===== config.mk =====
export PLATFORM = sky130hd
export DESIGN_NAME = pmod_port_mux_sync
export DESIGN_NICKNAME = d
export VERILOG_FILES = /design/src/rtl/pmod_mux_pkg.sv /design/src/rtl/pmod_sync_bits.sv /design/src/rtl/pmod_port_mux_sync.sv
export SDC_FILE = /design/constraint.sdc
export NUM_CORES = 1
export LEC_CHECK = 0
export ABC_AREA = 1
export BUFFER_PORTS_ARGS = -buffer_cell sky130_fd_sc_hd__buf_2
export CAP_MARGIN = 20
export CELL_PAD_IN_SITES_DETAIL_PLACEMENT = 0
export CELL_PAD_IN_SITES_GLOBAL_PLACEMENT = 1
export CORE_ASPECT_RATIO = 0.5
export CORE_MARGIN = 3
export CORE_UTILIZATION = 29
export CTS_CLUSTER_DIAMETER = 40
export CTS_CLUSTER_SIZE = 25
export DETAILED_ROUTE_END_ITERATION = 8
export PLACE_DENSITY = 0.83
export SETUP_SLACK_MARGIN = 0.3
export SYNTH_ARGS = -nofsm -noshare
export SYNTH_HDL_FRONTEND = slang
export SYNTH_SLANG_ARGS = --single-unit

===== constraint.sdc =====
create_clock -name clk -period 1.3 [get_ports clk]
set_input_delay 0.13 -clock clk [delete_from_list [all_inputs] [get_ports clk]]
set_output_delay 0.13 -clock clk [all_outputs]
set_load 0.01 [all_outputs]

===== src/rtl/pmod_mux_pkg.sv =====
// Shared constants and types for the Pmod port multiplexer.
package pmod_mux_pkg;

  localparam int MODE_UART = 0;
  localparam int MODE_SPI  = 1;
  localparam int MODE_GPIO = 2;
  localparam int MODE_I2C  = 3;

  typedef enum logic {
    GUARD  = 1'b0,
    ACTIVE = 1'b1
  } muxState_t;

  // Idle input level for parked channels; the top slices this to PINS bits.
  localparam logic [31:0] IDLE_IN_ALL = 32'hFFFF_FFFF;

  function automatic int cntWidth(input int cycles);
    return (cycles > 1) ? $clog2(cycles) : 1;
  endfunction

endpackage


===== src/rtl/pmod_sync_bits.sv =====
// Multi-stage synchroniser for a bus of independent pin inputs.
module pmod_sync_bits #(
  parameter int               WIDTH     = 4,
  parameter int               STAGES    = 2,
  parameter logic [WIDTH-1:0] RESET_VAL = '1
) (
  input  logic             clk,
  input  logic             rst_n,
  input  logic [WIDTH-1:0] bitsAsync,
  output logic [WIDTH-1:0] bitsSync
);

  logic [WIDTH-1:0] stageQ [STAGES];

  always_ff @(posedge clk or negedge rst_n) begin
    if (!rst_n) begin
      for (int s = 0; s < STAGES; s++) stageQ[s] <= RESET_VAL;
    end else begin
      stageQ[0] <= bitsAsync;
      for (int s = 1; s < STAGES; s++) stageQ[s] <= stageQ[s-1];
    end
  end

  assign bitsSync = stageQ[STAGES-1];

endmodule


===== src/rtl/pmod_port_mux_sync.sv =====
// Clocked Pmod connector multiplexer with high-Z guard on every mode switch.
//   state  | meaning
//   GUARD  | pins released, inputs idle, counting down toward target mode
//   ACTIVE | mode_cur slice drives the pins and receives synchronised inputs
module pmod_port_mux_sync
  import pmod_mux_pkg::*;
#(
  parameter int              PINS         = 4,
  parameter int              MODES        = 4,
  parameter int              GUARD_CYCLES = 4,
  parameter int              SYNC_STAGES  = 2,
  parameter int              RESET_MODE   = MODE_UART,
  localparam int             SELW         = $clog2(MODES),
  parameter logic [PINS-1:0] IDLE_IN      = IDLE_IN_ALL[PINS-1:0]
) (
  input  logic                  clk,
  input  logic                  rst_n,
  input  logic [SELW-1:0]       mode_req,
  input  logic                  mode_req_valid,
  output logic                  mode_busy,
  output logic [SELW-1:0]       mode_cur,
  output logic                  mode_err,
  input  logic [MODES*PINS-1:0] periph_out,
  input  logic [MODES*PINS-1:0] periph_oe,
  output logic [MODES*PINS-1:0] periph_in,
  input  logic [PINS-1:0]       pin_i,
  output logic [PINS-1:0]       pin_o,
  output logic [PINS-1:0]       pin_oe
);

  localparam int              CNTW       = cntWidth(GUARD_CYCLES);
  localparam logic [CNTW-1:0] CNT_LOAD   = CNTW'(GUARD_CYCLES - 1);
  localparam logic [SELW-1:0] RESET_SEL  = SELW'(RESET_MODE);
  localparam logic [SELW:0]   MODE_LIMIT = (SELW + 1)'(MODES);

  muxState_t       stateQ, stateD;
  logic [SELW-1:0] modeCurQ, modeCurD;
  logic [SELW-1:0] targetQ, targetD;
  logic [CNTW-1:0] cntQ, cntD;
  logic            errQ, errD;
  logic            reqInRange, reqOk;
  logic            driveOk;

  logic [PINS-1:0]       selOut, selOe;
  logic [PINS-1:0]       pinSync;
  logic [PINS-1:0]       pinOQ, pinOeQ;
  logic [MODES*PINS-1:0] periphInD;

  pmod_sync_bits #(
    .WIDTH     (PINS),
    .STAGES    (SYNC_STAGES),
    .RESET_VAL (IDLE_IN)
  ) u_sync (
    .clk       (clk),
    .rst_n     (rst_n),
    .bitsAsync (pin_i),
    .bitsSync  (pinSync)
  );

  assign reqInRange = ({1'b0, mode_req} < MODE_LIMIT);
  assign reqOk      = mode_req_valid && reqInRange;

  always_comb begin
    stateD   = stateQ;
    modeCurD = modeCurQ;
    targetD  = targetQ;
    cntD     = cntQ;
    errD     = mode_req_valid && !reqInRange;
    case (stateQ)
      ACTIVE: begin
        if (reqOk && (mode_req != modeCurQ)) begin
          targetD = mode_req;
          cntD    = CNT_LOAD;
          stateD  = GUARD;
        end
      end
      GUARD: begin
        // A fresh request wins even on the exit cycle, so GUARD restarts directly.
        if (reqOk) begin
          targetD = mode_req;
          cntD    = CNT_LOAD;
        end else if (cntQ == '0) begin
          modeCurD = targetQ;
          stateD   = ACTIVE;
        end else begin
          cntD = cntQ - CNTW'(1);
        end
      end
      default: stateD = GUARD;
    endcase
  end

  always_comb begin
    selOut = '0;
    selOe  = '0;
    for (int m = 0; m < MODES; m++) begin
      if (modeCurQ == SELW'(m)) begin
        selOut = periph_out[m*PINS +: PINS];
        selOe  = periph_oe[m*PINS +: PINS];
      end
    end
  end

  // Drive only when ACTIVE both now and next, keeping pins quiet for the whole guard.
  assign driveOk = (stateQ == ACTIVE) && (stateD == ACTIVE);

  always_ff @(posedge clk or negedge rst_n) begin
    if (!rst_n) begin
      stateQ   <= GUARD;
      modeCurQ <= RESET_SEL;
      targetQ  <= RESET_SEL;
      cntQ     <= CNT_LOAD;
      errQ     <= 1'b0;
      pinOQ    <= '0;
      pinOeQ   <= '0;
    end else begin
      stateQ   <= stateD;
      modeCurQ <= modeCurD;
      targetQ  <= targetD;
      cntQ     <= cntD;
      errQ     <= errD;
      pinOQ    <= driveOk ? selOut : '0;
      pinOeQ   <= driveOk ? selOe  : '0;
    end
  end

  always_comb begin
    periphInD = {MODES{IDLE_IN}};
    if (stateQ == ACTIVE) begin
      for (int m = 0; m < MODES; m++) begin
        if (modeCurQ == SELW'(m)) periphInD[m*PINS +: PINS] = pinSync;
      end
    end
  end

  assign periph_in = periphInD;
  assign pin_o     = pinOQ;
  assign pin_oe    = pinOeQ;
  assign mode_busy = (stateQ == GUARD);
  assign mode_cur  = modeCurQ;
  assign mode_err  = errQ;

endmodule


-- Word level (Yosys, flattened, before mapping)
Index checks and enable logic that the tools add are counted.
- register bits after elaboration: 23
- latch bits: 0
- bits in writable memories: 0
- ROM bits: 0
- input port bits: 41
- output and inout bits: 28
- logic and storage cells: 51
- memories: 0
- add/subtract/negate cells: 1
- multipliers: 0
- div/mod/pow operators: 0
- $lt $le $gt $ge: 0
- equality and inequality tests: 7
- shift operators: 0
- mux-type cells: 26
- bitwise operators: 2
- reduce and logical (&&, ||, !) cells: 7
- operators with widths (cell ; number):
    $mux W4 ; 14
    $mux W16 ; 1
    $mux W2 ; 5
    $pmux W2 S2 ; 2
    $eq A2 B2 Y1 const B ; 2
    $logic_not A2 Y1 ; 2
    $reduce_and A2 Y1 ; 2
    $mux W1 ; 3
    $ne A3 B3 Y1 const B ; 1
    $reduce_and A3 Y1 ; 1
    $eq A2 B1 Y1 const B ; 1
    $logic_and A1 B1 Y1 ; 2
    $ne A2 B1 Y1 const B ; 1
    $ne A2 B2 Y1 ; 1
    $ne A2 B2 Y1 const B ; 1
    $not A1 Y1 ; 2
    $pmux W1 S2 ; 1
    $sub A2 B1 Y2 const B ; 1

-- Depth between registers and ports, before layout
- word-level depth: 6
- mapped depth: 9
- mapped depth without buffers: 8

-- Modules after synthesis
Synthesis repeated with hierarchy kept, for this count alone.
- cells, all modules: 161
- area total of the unflattened synthesis: 1214.9 um^2
- by module, submodules not included (module ; times used ; cells an instance ; area each (um^2) ; sequential area each (um^2)):
    pmod_port_mux_sync ; 1 ; 149 ; 974.7 ; 377.9
    pmod_sync_bits ; 1 ; 12 ; 240.2 ; 210.2

-- Worst setup path after synthesis
No wires, ideal clock.
- path type: reg-to-reg
- from: register modeCurQ[1], in the netlist mode_cur[1]
- to: register pinOQ[2], in the netlist pin_o[2]
- setup time: 0.121 ns
- arrival time: 1.142 ns
- required time: 1.179 ns
- setup slack: 0.036 ns
- stages on the path, launching flop included: 8
- path buffers: 1
- clock period less this slack: 1.264 ns
- path through: dfrtp_1 > buf_6 > nor2_1 > nand2_1 > nand2_1 > o21ai_0 > nand2_1 > nor2_1
- word-level cells in the longest chain between the ends: 6
- elaborated cells between the ends (all ways): 14
- those cells by class: eq/ne (4); mux (7); reduce/logical (3)
- ends and longest elaborated chain (element ; RTL line ; text):
    start, declared ; pmod_port_mux_sync.sv:37 ; logic [SELW-1:0] modeCurQ, modeCurD;
    start signal, assigned ; pmod_port_mux_sync.sv:118 ; modeCurQ <= modeCurD;
    $ne A2 B2 Y1 / $logic_not A2 Y1 (equally long branches) ; pmod_port_mux_sync.sv:71, pmod_port_mux_sync.sv:97 ;
    $logic_and A1 B1 Y1 / $mux W4 (equally long branches) ; pmod_port_mux_sync.sv:71, pmod_port_mux_sync.sv:97 ;
    $mux W1 / $mux W4 (equally long branches) ; pmod_port_mux_sync.sv:71, pmod_port_mux_sync.sv:97 ;
    $pmux W1 S2 / $mux W4 (equally long branches) ; pmod_port_mux_sync.sv:69, pmod_port_mux_sync.sv:97 ;
    $logic_and A1 B1 Y1 / $mux W4 (equally long branches) ; pmod_port_mux_sync.sv:105, pmod_port_mux_sync.sv:97 ;
    $mux W4 (*) ; pmod_port_mux_sync.sv:122 ; pinOQ <= driveOk ? selOut : '0;
    end signal, assigned ; pmod_port_mux_sync.sv:122 ;
    end, declared ; pmod_port_mux_sync.sv:46 ; logic [PINS-1:0] pinOQ, pinOeQ;
Every way passes the cells marked *; elsewhere a longest branch is shown, timed or not.
A chain may end at the register's enable or synchronous reset.

-- Worst setup path in the final report
- from: register modeCurQ[1], in the netlist mode_cur[1]
- to: output periph_in[3]
- word-level cells in the longest chain between the ends: 3
- ends and longest elaborated chain (element ; RTL line ; text):
    $logic_not A2 Y1 ; pmod_port_mux_sync.sv:131 ; if (modeCurQ == SELW'(m)) periphInD[m*PINS +: PINS] = pinSync;
    $mux W4 ; pmod_port_mux_sync.sv:131 ;
    $mux W16 ; pmod_port_mux_sync.sv:129 ; if (stateQ == ACTIVE) begin
    end, declared ; pmod_port_mux_sync.sv:25 ; output logic [MODES*PINS-1:0] periph_in,
No other way between the ends.

==> results.txt <==
The flow ran to the end, but the final reports show violations. The final reports fail on negative setup slack. The startpoint identified for the worst register-to-register timing path is mode_cur[1]$_DFFE_PN0P_.

For the final-report setup violation count, the log shows 15. Dividing the detail-routed wire length by the instance count gives 11.5 um. The clock drives 23 sinks. The maximum net fanout on the critical path was 6; the number of clock buffers inserted by TritonCTS was 3. Sum of net half-perimeters after detailed placement: 2660 um.

In the routed design, unresolved DRC markers number 0. The number of placed instances, taps included, is 277. The tools report the start point of the worst min-delay path as mode_req[1]. The run gives 3680 um2 as the core area. A synthesized cell averages 7.55 um2. In this run, the clock network consumes 11.6% of the power. The fraction of layout cells with a size suffix above 1 is 59.8%, and the largest voltage drop on the vdd net is 719 uV. The tool flagged a number of max-cap violations equal to 0. The worst setup path is captured at an output port.

The detail route stage leaves a number of antenna-violating nets equal to 0. The net count of the finished layout is 297. The total via count in the routed design came out at 1303. The total count of hold-check failures in the final report was 0. The die area was 4970 um2. For the share of synthesized area occupied by flip-flops and latches, the log shows 49.3%. The top-level port count came out at 69. The maximum number of pins on one net before global-route repair came out at 24. Portion of the clock cycle consumed by the worst path in the final layout: 107%. The tools report the final max-slew violation count as 0.

The effective utilization at floorplan was 32.4%; the maximum number of buffers from clock root to sink was 2. In this run switching power makes up 41.7% of total power. Number of antenna violations at the first check in global routing: 0. The routed wire length is 3500 um. Summed over all nets, the switching power comes to 0.00163 W.

The endpoint identified for the worst register-to-register timing path is pin_o[1]$_DFF_PN0_. The post-route clock skew is 0.00117 ns. The logs give -0.0956 ns for the final setup slack of the worst path and 1184 for the via count of the first global-routing pass.

In this run the worst hold path is classified as primary input to flop. Measured in cells, the most critical reg-to-reg path has a length of 7. For the leakage power, the log shows 1.05 nW.

In this run, flip-flops and latches consume 28.2% of the power. The number of antenna diodes in the final layout is 0. The internal reg-to-reg setup slack was -0.02 ns; the number of synthesized register bits was 23. The area overhead of the layout relative to synthesis is 71.3%, and the die extent in y is 51.4 um.

Total iterations of the first detailed-routing run: 4. The quantity of I/O buffers inserted on ports is 67. Cell internal power was estimated by the tool at 0.00229 W. Counting I/O delays and the setup requirement, the final critical path takes 1.40 ns. The initialized floorplan defines 15 standard-cell rows. Data on the critical path is required at its endpoint by 1.17 ns.

Clock tree synthesis selected as its root buffer the cell sky130_fd_sc_hd__clkbuf_8. Worst min-delay path endpoint: targetQ[1]$_DFFE_PN0P_. The tightest slew margin relative to the limit was 66.2%. Setup repair after global routing could not meet its margin everywhere. The combinational cell fraction of total power is 60.2%.

The finished layout holds 305 standard cells, fillers aside. The overall die width is 96.7 um. The post-synthesis cell count is 158. Global routing used 13.8% of the available tracks across all layers.

Dividing the detail-routed via count by the number of cells gives 4.27. The logs give 55 for the violation count after the first detailed-route iteration and 1 for the number of levels the H-tree was split into. STA puts the critical path data arrival time at 1.27 ns. The number of nets in the synthesized netlist is 200.

In this run the power density over the cells is 1920 nW/um2. In this run the cell area of the synthesized design comes to 1190 um2. The congestion estimate from routability-driven global placement came to 0.748.

The global-route congestion overflow total is 0. TritonCTS built the clock tree. For this run, the number of Yosys warnings is 0. The clock-pin slew reported for the worst setup and hold paths after clock tree synthesis was 0.08 ns; the post-detailed-placement cell area was 1670 um2. The transition time of the tightest slew-check pin is 0.507 ns. The cell count of the worst hold path was 3; the global-route wire length before repair was 5390 um.

Number of fillers in the final layout: 371. Launching element type of the critical path: a flop. Timing would allow up to 717 MHz. Clock latency on the worst-skew pair, taken at its later pin, is 0.27 ns. Yosys mapped the design onto 20 distinct sky130hd cell types. The critical setup path kind was flop to output port. For the post-route cell area, the log shows 2040 um2.
[critical path, cell delays in order, from the launching register on]
cell	delay [ns]
sky130_fd_sc_hd__dfrtp_2	0.48
sky130_fd_sc_hd__buf_6	0.15
sky130_fd_sc_hd__nor2_4	0.15
sky130_fd_sc_hd__nand2_1	0.07
sky130_fd_sc_hd__buf_2	0.14
[area by class of cell]
type	count	area [um2]	area share, %
Sequential cell	23	592	28.9
Clock inverter	1	6.26	0.306
Inverter	14	70.1	3.43
Clock buffer	3	41.3	2.02
Multi-Input combinational cell	118	667	32.6
Tap cell	51	63.8	3.12
Timing Repair Buffer	95	604	29.6
[power by group through the flow]
stage,logic [W],registers [W],clock network (W)
floorplan,0.00111,0.00114,0
global placement,0.00165,0.00110,0
detailed placement,0.00167,0.00111,0
CTS,0.00202,0.00108,0.000477
global route,0.00260,0.00113,0.000511
finish,0.00236,0.00110,0.000456
[synthesized netlist by cell type]
master / instances / area (um2)
sky130_fd_sc_hd__nand2_1: 59 / 221
sky130_fd_sc_hd__nor2_1: 17 / 63.8
sky130_fd_sc_hd__dfrtp_1: 13 / 325
sky130_fd_sc_hd__inv_1: 11 / 41.3
sky130_fd_sc_hd__dfstp_2: 10 / 263
sky130_fd_sc_hd__or2_2: 10 / 62.6
sky130_fd_sc_hd__a21oi_1: 8 / 40.0
sky130_fd_sc_hd__nand3_1: 8 / 40.0
sky130_fd_sc_hd__o21ai_0: 8 / 40.0
sky130_fd_sc_hd__inv_2: 3 / 11.3
sky130_fd_sc_hd__nor3_1: 2 / 10.0
sky130_fd_sc_hd__buf_2: 1 / 5.00
sky130_fd_sc_hd__buf_4: 1 / 7.51
sky130_fd_sc_hd__buf_6: 1 / 11.3
sky130_fd_sc_hd__conb_1: 1 / 3.75
sky130_fd_sc_hd__ha_1: 1 / 12.5
sky130_fd_sc_hd__nand2_2: 1 / 6.26
sky130_fd_sc_hd__nand3_2: 1 / 10.0
sky130_fd_sc_hd__nor2_4: 1 / 11.3
sky130_fd_sc_hd__o211ai_1: 1 / 7.51
[per-stage QoR]
step                hold WS (ns)  utilization [%]  total power [W]  worst slack (ns)  TNS, ns
floorplan                 -0.166                -          0.00225             0.150        0
global placement           0.124             45.3          0.00275            0.0313        0
CTS                       0.0842             51.6          0.00358           -0.0830    -1.21
global route              0.0878             55.6          0.00425            -0.164    -2.32
detailed placement         0.130             45.3          0.00278           -0.0139  -0.0139
finish                    0.0908             55.6          0.00392           -0.0956   -0.839
[layer usage]
metal  up-vias  global-route usage (%)  wire (um)
li1        686                       -          -
met1       588                    15.9       1460
met2        29                    26.0       1910
met3         0                    3.41        126
met4         0                    3.50          0
met5         -                       0          0
[what timing repair did]
action                                  in CTS  in global routing
setup buffers                               11                  8
endpoints found under the setup margin      34                 34
hold buffers                                 5                  0
endpoints found under the hold margin       17                  0
pin swaps                                    2                 10
gates resized for setup                     17                 22
[flip-flops by register name, indices dropped and copies added, names as in the netlist]
| signal | cells |
|---|---|
| cntQ | 2 |
| mode_cur | 2 |
| pin_o | 4 |
| pin_oe | 4 |
| stateQ | 1 |
| targetQ | 2 |
| u_sync.bitsSync | 4 |
| u_sync.stageQ | 4 |
[cells in the final DEF, fill, tap and decap left out, types with 5 or more instances in the layout]
| cell type | synthesis | final |
|---|---|---|
| sky130_fd_sc_hd__or2_2 | 10 | 8 |
| sky130_fd_sc_hd__dlygate4sd3_1 | 0 | 5 |
| sky130_fd_sc_hd__inv_1 | 11 | 7 |
| sky130_fd_sc_hd__buf_2 | 1 | 62 |
| sky130_fd_sc_hd__nor2_2 | 0 | 5 |
| sky130_fd_sc_hd__nor2_4 | 1 | 5 |
| sky130_fd_sc_hd__nand2_4 | 0 | 5 |
| sky130_fd_sc_hd__nor2_1 | 17 | 8 |
| sky130_fd_sc_hd__nand2_1 | 59 | 48 |
| sky130_fd_sc_hd__buf_4 | 1 | 19 |
| sky130_fd_sc_hd__nand2_2 | 1 | 7 |
| sky130_fd_sc_hd__buf_6 | 1 | 9 |
| sky130_fd_sc_hd__nand3_1 | 8 | 8 |
| sky130_fd_sc_hd__dfstp_2 | 10 | 10 |
| sky130_fd_sc_hd__o21ai_0 | 8 | 5 |
| sky130_fd_sc_hd__dfrtp_1 | 13 | 10 |
| sky130_fd_sc_hd__a21oi_1 | 8 | 7 |
[worst max path at each step]
| stage | from | endpoint | slack [ns] |
|---|---|---|---|
| 6_report | mode_cur[1]$_DFFE_PN0P_ | periph_in[3] | -0.1 |
| 3_3_place_gp | mode_cur[1]$_DFFE_PN0P_ | pin_o[1]$_DFF_PN0_ | 0.03 |
| 4_1_cts | mode_cur[0]$_DFFE_PN0P_ | periph_in[15] | -0.08 |
| 3_5_place_dp | mode_cur[1]$_DFFE_PN0P_ | pin_o[1]$_DFF_PN0_ | -0.01 |
| 5_1_grt | mode_cur[0]$_DFFE_PN0P_ | periph_in[7] | -0.16 |
| 2_1_floorplan | mode_cur[1]$_DFFE_PN0P_ | targetQ[0]$_DFFE_PN0P_ | 0.15 |
[kinds of logic (layout without fill, tap and decap cells)]
group	Yosys count	in the layout	share of synthesized area, %
fa+ha+maj	1	1	1.05
flops	23	23	49.3
compound gates	17	17	7.34
other cells	1	1	0.314
simple gates	99	99	35.6
buf+inv	17	113	6.39
No activity file was read; power rests on OpenSTA's default activity.
